## src/rtl/arm_defs.sv

```systemverilog
// Shared constants and helpers for the fetch front end.
package arm_defs;

    localparam int WORD_W   = 32;
    localparam int FQ_DEPTH = 4;
    localparam int DROP_W   = 16;

    function automatic logic [DROP_W-1:0] sat_add16(
        input logic [DROP_W-1:0] a,
        input logic [DROP_W-1:0] b
    );
        logic [DROP_W:0] s;
        s = {1'b0, a} + {1'b0, b};
        return s[DROP_W] ? {DROP_W{1'b1}} : s[DROP_W-1:0];
    endfunction

endpackage

```

## src/rtl/fetch_queue_mem.sv

```systemverilog
// Queue storage: one write port, asynchronous read, no reset.
module fetch_queue_mem
    import arm_defs::*;
#(
    parameter int WIDTH = 2 * WORD_W,
    parameter int DEPTH = FQ_DEPTH,
    parameter int AW    = $clog2(DEPTH)
) (
    input  logic             clk,
    input  logic             we,
    input  logic [AW-1:0]    waddr,
    input  logic [WIDTH-1:0] wdata,
    input  logic [AW-1:0]    raddr,
    output logic [WIDTH-1:0] rdata
);

    logic [WIDTH-1:0] mem [DEPTH];

    always_ff @(posedge clk) begin
        if (we) begin
            mem[waddr] <= wdata;
        end
    end

    assign rdata = mem[raddr];

endmodule

```

## src/rtl/fetch_queue.sv

```systemverilog
// Instruction fetch queue between fetch and decode, with flush-drop accounting.
module fetch_queue
    import arm_defs::*;
#(
    parameter int DATA_W = WORD_W,
    parameter int PC_W   = WORD_W,
    parameter int DEPTH  = FQ_DEPTH,
    parameter int CNT_W  = $clog2(DEPTH) + 1
) (
    input  logic              clk,
    input  logic              rst,
    input  logic              in_valid,
    input  logic [PC_W-1:0]   in_pc,
    input  logic [DATA_W-1:0] in_instr,
    output logic              in_ready,
    input  logic              freeze,
    input  logic              flush,
    output logic              out_valid,
    output logic [PC_W-1:0]   out_pc,
    output logic [DATA_W-1:0] out_instr,
    output logic [CNT_W-1:0]  count,
    output logic [15:0]       drop_cnt
);

    localparam int AW = $clog2(DEPTH);
    localparam int EW = PC_W + DATA_W;

    logic [AW-1:0] wr_ptr;
    logic [AW-1:0] rd_ptr;
    logic [EW-1:0] rd_data;
    logic          full;
    logic          push;
    logic          pop;

    assign full      = (count == CNT_W'(DEPTH));
    assign in_ready  = !full;
    assign out_valid = (count != '0);
    assign push      = in_valid && in_ready;
    assign pop       = out_valid && !freeze;

    // Stale slot data never leaks: head is masked while empty.
    assign out_pc    = out_valid ? rd_data[EW-1 -: PC_W] : '0;
    assign out_instr = out_valid ? rd_data[DATA_W-1:0] : '0;

    fetch_queue_mem #(
        .WIDTH (EW),
        .DEPTH (DEPTH),
        .AW    (AW)
    ) u_mem (
        .clk   (clk),
        .we    (push && !flush),
        .waddr (wr_ptr),
        .wdata ({in_pc, in_instr}),
        .raddr (rd_ptr),
        .rdata (rd_data)
    );

    always_ff @(posedge clk or posedge rst) begin
        if (rst) begin
            wr_ptr   <= '0;
            rd_ptr   <= '0;
            count    <= '0;
            drop_cnt <= '0;
        end else if (flush) begin
            wr_ptr <= '0;
            rd_ptr <= '0;
            count  <= '0;
            if (count != '0) begin
                drop_cnt <= sat_add16(drop_cnt, 16'(count));
            end
        end else begin
            if (push) begin
                wr_ptr <= wr_ptr + AW'(1);
            end
            if (pop) begin
                rd_ptr <= rd_ptr + AW'(1);
            end
            case ({push, pop})
                2'b10:   count <= count + CNT_W'(1);
                2'b01:   count <= count - CNT_W'(1);
                default: count <= count;
            endcase
        end
    end

endmodule

```

## config.mk

```make
export PLATFORM = sky130hd
export DESIGN_NAME = fetch_queue
export DESIGN_NICKNAME = d
export VERILOG_FILES = /design/src/rtl/arm_defs.sv /design/src/rtl/fetch_queue_mem.sv /design/src/rtl/fetch_queue.sv
export SDC_FILE = /design/constraint.sdc
export NUM_CORES = 1
export LEC_CHECK = 0
export ABC_AREA = 1
export CORE_MARGIN = 2
export CORE_UTILIZATION = 35
export DETAILED_ROUTE_END_ITERATION = 6
export PLACE_DENSITY = 0.64
export SYNTH_ARGS = -nofsm -noshare
export SYNTH_HDL_FRONTEND = slang
export SYNTH_SLANG_ARGS = --single-unit
export TNS_END_PERCENT = 50
```

## constraint.sdc

```tcl
create_clock -name clk -period 5.1 [get_ports clk]
set_input_delay 1.02 -clock clk [delete_from_list [all_inputs] [get_ports clk]]
set_output_delay 1.02 -clock clk [all_outputs]
set_load 0.03 [all_outputs]
```

==> results.md, run 1 <==
| Metric | Reported |
|:---|:---|
| Largest net degree at the start of global routing | 65 |
| Tightest Pin Transition | 1.05 ns |
| Final weighted congestion of routability-driven global placement | 0.766 |
| Clk root buf | clkbuf_16 |
| # hold bufs at CTS | 0 |
| Worst Setup End Kind | output port |
| Total CTS buffers | 29 |
| Worst IR Drop VDD | 0.000331 V |
| Clock Skew | 0.00735 ns |
| Ranking of synthesized cells by area | edfxtp_1, nor2_1, o21ai_0 |
| Cell taking the most area after synthesis | edfxtp_1 |
| Maximum clock path buffer count | 3 |
| Number of rows in the core area | 65 |
| Global-route wire length before repair | 40.8 mm |
| Combinational family with the most area after synthesis | simple AND/OR/NAND/NOR gates |
| Vert. Die Dim | 184 µm |
| Count of flip-flops with a built-in enable after synthesis | 256 |
| P_leak | 5.06 nW |
| Count of buffers from port buffering | 153 |
| Clock transition at path regs | 0.06 ns |
| Average footprint of a synthesized cell | 11.9 µm² |
| Count of TritonRoute iterations in the first routing pass | 5 |
| Worst slew slack as a fraction of its limit | 30.2% |
| Post-cts repair resize count | 0 |
| Via count of the routed design | 7502 |
| Placement-stage worst setup slack | 1.43 ns |
| Area of the die | 33900 µm² |
| Number of buffer and inverter stages on the critical path | 3 |
| Share of the synthesized area in the top cell type | 67.7% |
| Seq cells post-synth | 279 |
| Max-cap violations | 0 |
| Critical Path Max Stage Delay | 0.75 ns |
| Timing-limited maximum frequency | 237 MHz |
| Post-Synthesis Cells | 954 |
| Crit path max-delay family | buffers and inverters |
| Final nets | 1182 |
| Placeable core region | 31800 µm² |
| Setup fix buffers added after clock tree synthesis | 0 |
| Post-synth design cell area | 11400 µm² |
| Post-Synth Simple-Gate Area | 14.0% |
| Number of cells in the design after placement | 1508 |
| Vias/cell | 4.80 |
| Largest fanout of any net on the critical path | 44 |
| Dpl cell area | 13400 µm² |
| HPWL after detailed placement | 15.7 mm |
| Multiplexer area fraction after synthesis | 0% |
| Result of the run | finished, final reports clean |
| Share of layout cells above drive strength 1 | 7.28% |
| Ratio of final minimum period to clock period | 82.6% |
| Deepest level of the CTS H-tree | 1 |
| Most frequent cells in the layout | nor2_1, edfxtp_1, clkdlybuf4s50_1 |
| Worst path arrival time | 3.19 ns |
| Die Span X | 184 µm |
| Proportion of synthesized flip-flops having asynchronous set or reset | 8.24% |
| Count of final setup violators | 0 |
| Total routing usage reported by global routing | 15.5% |
| Initial DRC count | 639 |
| Predominant post-synthesis flop cell | edfxtp_1 |
| Reg2reg setup slack | 2.58 ns |
| Number of antenna violations at the first check in global routing | 3 |
| Clock tree from TritonCTS | done |
| Setup ws final | 0.888 ns |
| Total negative slack for setup checks | 0 ns |
| Power density over the cells | 533 nW/µm² |
| Final count of hold timing violations | 0 |
| Total power after layout | 7.62 mW |
| Netlist cell types | 31 |
| Vias in the first global route | 7343 |
| Synth Warn # | 0 |
| Synth-to-layout area growth | 25.9% |
| Post-synthesis xor/xnor area fraction | 0.231% |
| Post-synthesis compound-gate area fraction | 8.81% |
| Seq/Total Area, Yosys | 72.7% |
| Worst-Skew Late Latency | 0.54 ns |
| Final non-filler cell total | 1564 |
| Routed Antenna Nets | 0 |
| GRT Residual Overflow | 0 |
| Critical Path Start Type | register |
| Cell with the biggest individual delay on the critical path | inv_2 |
| Post-Syn Nets | 1032 |
| Crit path cell chain | nor2_4 > nand2_4 > inv_2 > buf_4 > a21oi_1 > clkdlybuf4s50_1 |
| Kind of critical path | register to output port |
| Leading cell type in the layout, fill and taps excluded | nor2_1 |
| Worst hold path class | register to register |
| Post-route cell area | 14300 µm² |
| Worst Path Required | 4.08 ns |
| Io pins | 154 |
| Starting density of the core | 35.7% |
| Crit path time final | 4.21 ns |
| Fin. max-slew vios | 0 |
| Total detailed-routing wirelength | 26.6 mm |
| Sinks on the clock net | 279 |
| Adder and majority gate portion of the synthesized area | 1.12% |
| Setup repair after global routing missed its margin | false |
| Routed wire per std cell | 17.0 µm |
| DRC Markers | 0 |
[cells in the mapped netlist (4+ instances only)]
cell,instances
a21oi_1,67
buf_1,12
buf_2,18
clkbuf_1,18
dfrtp_1,23
edfxtp_1,256
ha_1,7
inv_1,33
inv_2,4
nand2_1,58
nand3_1,22
nand3_2,8
nand4_1,4
nor2_1,271
o21ai_0,132
[path summary, 6_finish.rpt]
check | depth (start not counted) | endpoint | startpoint
max | 6 | out_instr[18] | count[1]
min | 2 | drop_cnt[4] | drop_cnt[4]
max reg2reg | 7 | u_mem.mem[0][8] | count[1]
min reg2reg | 2 | drop_cnt[4] | drop_cnt[4]
max in group asynchronous | 2 | rd_ptr[0] | rst
min in group asynchronous | 2 | drop_cnt[14] | rst
[flip-flops by register name, indices dropped and copies added (netlist names)]
register and count:
u_mem.mem 256, drop_cnt 16, count 3, rd_ptr 2
wr_ptr 2
[metal layers]
metal	GRT usage, %	up-vias	share of wire, %
li1	-	3638	-
met1	20.6	3616	44
met2	26.3	214	48
met3	2.81	34	6.3
met4	3.90	0	1.5
met5	0	-	0
[through the flow]
stage	util (%)	hold slack (ns)
floorplan	-	0.579
global placement	42.1	0.518
detailed placement	42.1	0.520
CTS	45.0	0.541
global route	45.0	0.575
finish	45.0	0.536
[cells by family (layout without fill, tap and decap cells)]
kind of cell / after synthesis / count (layout)
compound gates: 200 / 200
xor+xnor: 3 / 3
buf+inv: 87 / 259
simple gates: 376 / 376
other cells: 0 / 3
flops: 279 / 279
fa+ha+maj: 9 / 9
[cell type report]
class                           count  area [µm²]
Fill cell                        2837       17500
Sequential cell                   279        8270
Multi-Input combinational cell    588        2770
Timing Repair Buffer              168        1660
Clock buffer                       35         748
Tap cell                          435         544
Clock inverter                     18         165
Inverter                           38         144
Antenna cell                        3        7.51
[tightest hold or removal path, cell delays in order, from the launching register on]
cell	delay, ns
dfrtp_1	0.38
xor2_1	0.08
nand2_1	0.05
[power breakdown]
group,internal (mW),switching (mW)
clock,1.19,0.844
combinational,0.976,1.88
sequential,2.64,0.0891
total,4.81,2.81
Note: power is estimated with default switching activity, not from simulation.
==> run 2: changes to the inputs <==
--- a/config.mk
+++ b/config.mk
@@ -9,7 +9,7 @@
 export CORE_MARGIN = 2
 export CORE_UTILIZATION = 35
 export DETAILED_ROUTE_END_ITERATION = 6
-export PLACE_DENSITY = 0.64
+export PLACE_DENSITY = 0.66
 export SYNTH_ARGS = -nofsm -noshare
 export SYNTH_HDL_FRONTEND = slang
 export SYNTH_SLANG_ARGS = --single-unit
==> constraint.sdc (replaced) <==
create_clock -name clk -period 3.6 [get_ports clk]
set_input_delay 0.72 -clock clk [delete_from_list [all_inputs] [get_ports clk]]
set_output_delay 0.72 -clock clk [all_outputs]
set_load 0.03 [all_outputs]
==> run 2 against run 1 <==
Effect of this change:
- worst hold slack better by 0.032 ns
- clock-buffer cell count fell by 1
- global-route usage fell by 0.31 points
- design area is 0.40% higher
- final cell count decreased by 0.38%
- total power up 41%
- critical path depth unchanged
- sequential share of layout area is 0.23 points lower
- via count is 0.20% lower
- critical path type unchanged
- critical endpoint is now out_instr[31]
==> results.md, run 2 (synthesis gave the netlist of run 1 again) <==
| Metric | Reported | vs previous |
|:---|:---|:---|
| Result of the run | finished, final reports clean |  |
| Routed metal-1 wirelength | 11.8 mm | +1.3% |
| Final count of hold timing violations | 0 | unchanged |
| Min Hold Slack | 0.568 ns | +0.0323 ns |
| Clock transition at path regs | 0.06 ns | about the same |
| Reg2reg setup slack | 1.37 ns | -1.21 ns |
| Count of final setup violators | 0 | unchanged |
| Launch point of the worst reg-to-reg path | count[1] |  |
| Number of antenna violations at the first check in global routing | 0 | -3 |
| Timing-limited maximum frequency | 299 MHz |  |
| Vias in the first global route | 7344 | +0.014% |
| Cells on worst reg2reg path | 7 | unchanged |
| Hold_sp | drop_cnt[8] |  |
| Worst Path Required | 2.88 ns | -1.20 ns |
| Setup fix buffers added after clock tree synthesis | 0 | unchanged |
| Routed wire per std cell | 16.6 µm | -2.2% |
| Largest net degree at the start of global routing | 90 | +38% |
| Total detailed-routing wirelength | 25.9 mm | -2.5% |
| Worst path arrival time | 2.62 ns | -0.57 ns |
| Area of the die | 33900 µm² | unchanged |
| Antenna Diode Count | 0 | -3 |
| Sinks on the clock net | 279 | unchanged |
| Total CTS buffers | 29 | unchanged |
| Worst hold path class | register to register |  |
| Power density over the cells | 749 nW/µm² | +41% |
| DRC Markers | 0 | unchanged |
| Multi-input combinational cell area | 2770 µm² | unchanged |
| Crit path time final | 3.34 ns |  |
| Total routing usage reported by global routing | 15.2% | -0.31 points |
| Global-route wire length before repair | 40.2 mm | -1.4% |
| Hold depth | 2 | unchanged |
| Final weighted congestion of routability-driven global placement | 0.794 | +3.6% |
| Biggest regs | u_mem.mem x256, drop_cnt x16, count x3 |  |
| Number of rows in the core area | 65 | unchanged |
| Sum of met3 wire segment lengths after detailed routing | 1.32 mm | -22% |
| Leading cell type in the layout, fill and taps excluded | nor2_1 |  |
| Register area | 8270 µm² | unchanged |
| Largest Register | u_mem.mem |  |
| Worst IR Drop VDD | 0.000457 V | +38% |
| Starting density of the core | 35.7% | unchanged |
| Met2 wire len | 12.3 mm | -4.3% |
| Setup repair after global routing missed its margin | false |  |
| Worst-Skew Late Latency | 0.54 ns | about the same |
| Die Span X | 184 µm | unchanged |
| Initial DRC count | 530 | -17% |
| GRT Residual Overflow | 0 | unchanged |
| Hold-critical path endpoint | drop_cnt[8] |  |
| Setup ws final | 0.258 ns | -0.630 ns |
| Largest fanout of any net on the critical path | 89 | +100% |
| Clk root buf | clkbuf_16 |  |
| Worst slew slack as a fraction of its limit | 36.7% | +6.5 points |
| Largest register FFs | 256 | unchanged |
| Synth-to-layout area growth | 26.4% |  |
| Most frequent cells in the layout | nor2_1, edfxtp_1, clkdlybuf4s50_1 |  |
| Routed Antenna Nets | 0 | unchanged |
| Highest metal layer with signal wires | met4 |  |
| HPWL after detailed placement | 14.8 mm | -5.9% |
| Share of layout cells above drive strength 1 | 7.84% | +0.55 points |
| Via count of the routed design | 7487 | -0.20% |
| Fin. max-slew vios | 0 | unchanged |
| Worst Setup End Kind | output port |  |
| Vert. Die Dim | 184 µm | unchanged |
| Clock Skew | 0.00979 ns | +0.00244 ns |
| Worst R2R End | u_mem.mem[2][6] |  |
| Post-cts repair resize count | 0 | unchanged |
| Count of buffers from port buffering | 153 | unchanged |
| Io pins | 154 | unchanged |
| Maximum clock path buffer count | 3 | unchanged |
| Max-cap violations | 0 | unchanged |
| Total power after layout | 10.8 mW | +41% |
| Deepest level of the CTS H-tree | 1 | unchanged |
| Number of fillers in the final layout | 2867 | +1.1% |
| Kind of critical path | register to output port |  |
| Clock tree from TritonCTS | done |  |
| Total negative slack for setup checks | 0 ns | unchanged |
| Ratio of final minimum period to clock period | 92.8% |  |
| P_leak | 5.10 nW | +0.74% |
| Vias/cell | 4.81 | +0.18% |
| Final nets | 1185 | +0.25% |
| Count of TritonRoute iterations in the first routing pass | 5 | unchanged |
| Placeable core region | 31800 µm² | unchanged |
| # hold bufs at CTS | 0 | unchanged |
| Critical Path Start Type | register |  |
| Placement-stage worst setup slack | 0.835 ns | -0.595 ns |
| Tightest Pin Transition | 0.949 ns | -0.0982 ns |
==> run 2: cell types whose count changed in the layout (fill, tap and decap cells not counted), sizes merged <==
cell / change
clkinv: -2
clkinvlp: -1
clkdlybuf4s50: -4
inv: -1
diode: -3
clkbuf: -1
buf: +7
bufinv: -1
==> run 2: worst max path at each step <==
| stage | from | end | slack [ns] | cells past startpoint |
|---|---|---|---|---|
| finish | rd_ptr[0] | out_instr[31] | 0.26 | 6 |
| global route | rd_ptr[0] | out_instr[12] | 0.08 | 6 |
| CTS | rd_ptr[0] | out_pc[0] | 0.22 | 6 |
| detailed placement | rd_ptr[0] | out_instr[12] | 0.84 | 6 |
| global placement | rd_ptr[0] | out_instr[12] | 0.83 | 6 |
| floorplan | count[1] | u_mem.mem[0][0] | -0.89 | 6 |
==> run 2: area by class of cell <==
cell class	count	share of cell area [%]
clock buffers	34	5.18
clock inverters	13	0.845
inverters	38	1.00
multi-input cells	588	19.3
flip-flops and latches	279	57.6
well taps	435	3.79
repair buffers	171	12.3
==> run 2: metal layers <==
layer	vias up	GRT usage (%)
met1	3645	20.9
met2	183	24.9
li1	3618	-
met4	0	4.22
met5	-	0
met3	41	2.53
==> run 2: through the flow <==
step	instances	instance area (µm²)	util, %
floorplan	954	11400	-
global placement	1511	13500	42.4
detailed placement	1511	13500	42.4
CTS	1558	14400	45.2
global route	1558	14400	45.2
finish	1558	14400	45.2
==> run 2: power by group <==
part / leakage (nW) / internal, mW / total [mW] / switching, mW
Sequential: 2.63 / 3.74 / 3.85 / 0.105
Combinational: 2.05 / 1.46 / 4.13 / 2.67
Clock: 0.426 / 1.60 / 2.78 / 1.18
==> run 2: critical path: stages (launching register included) <==
cell and delay, ns:
dfrtp_4 0.46, buf_12 0.30, nor2_1 0.10, nor2_1 0.08
o21ai_0 0.08, a21oi_1 0.25, clkdlybuf4s50_1 0.72
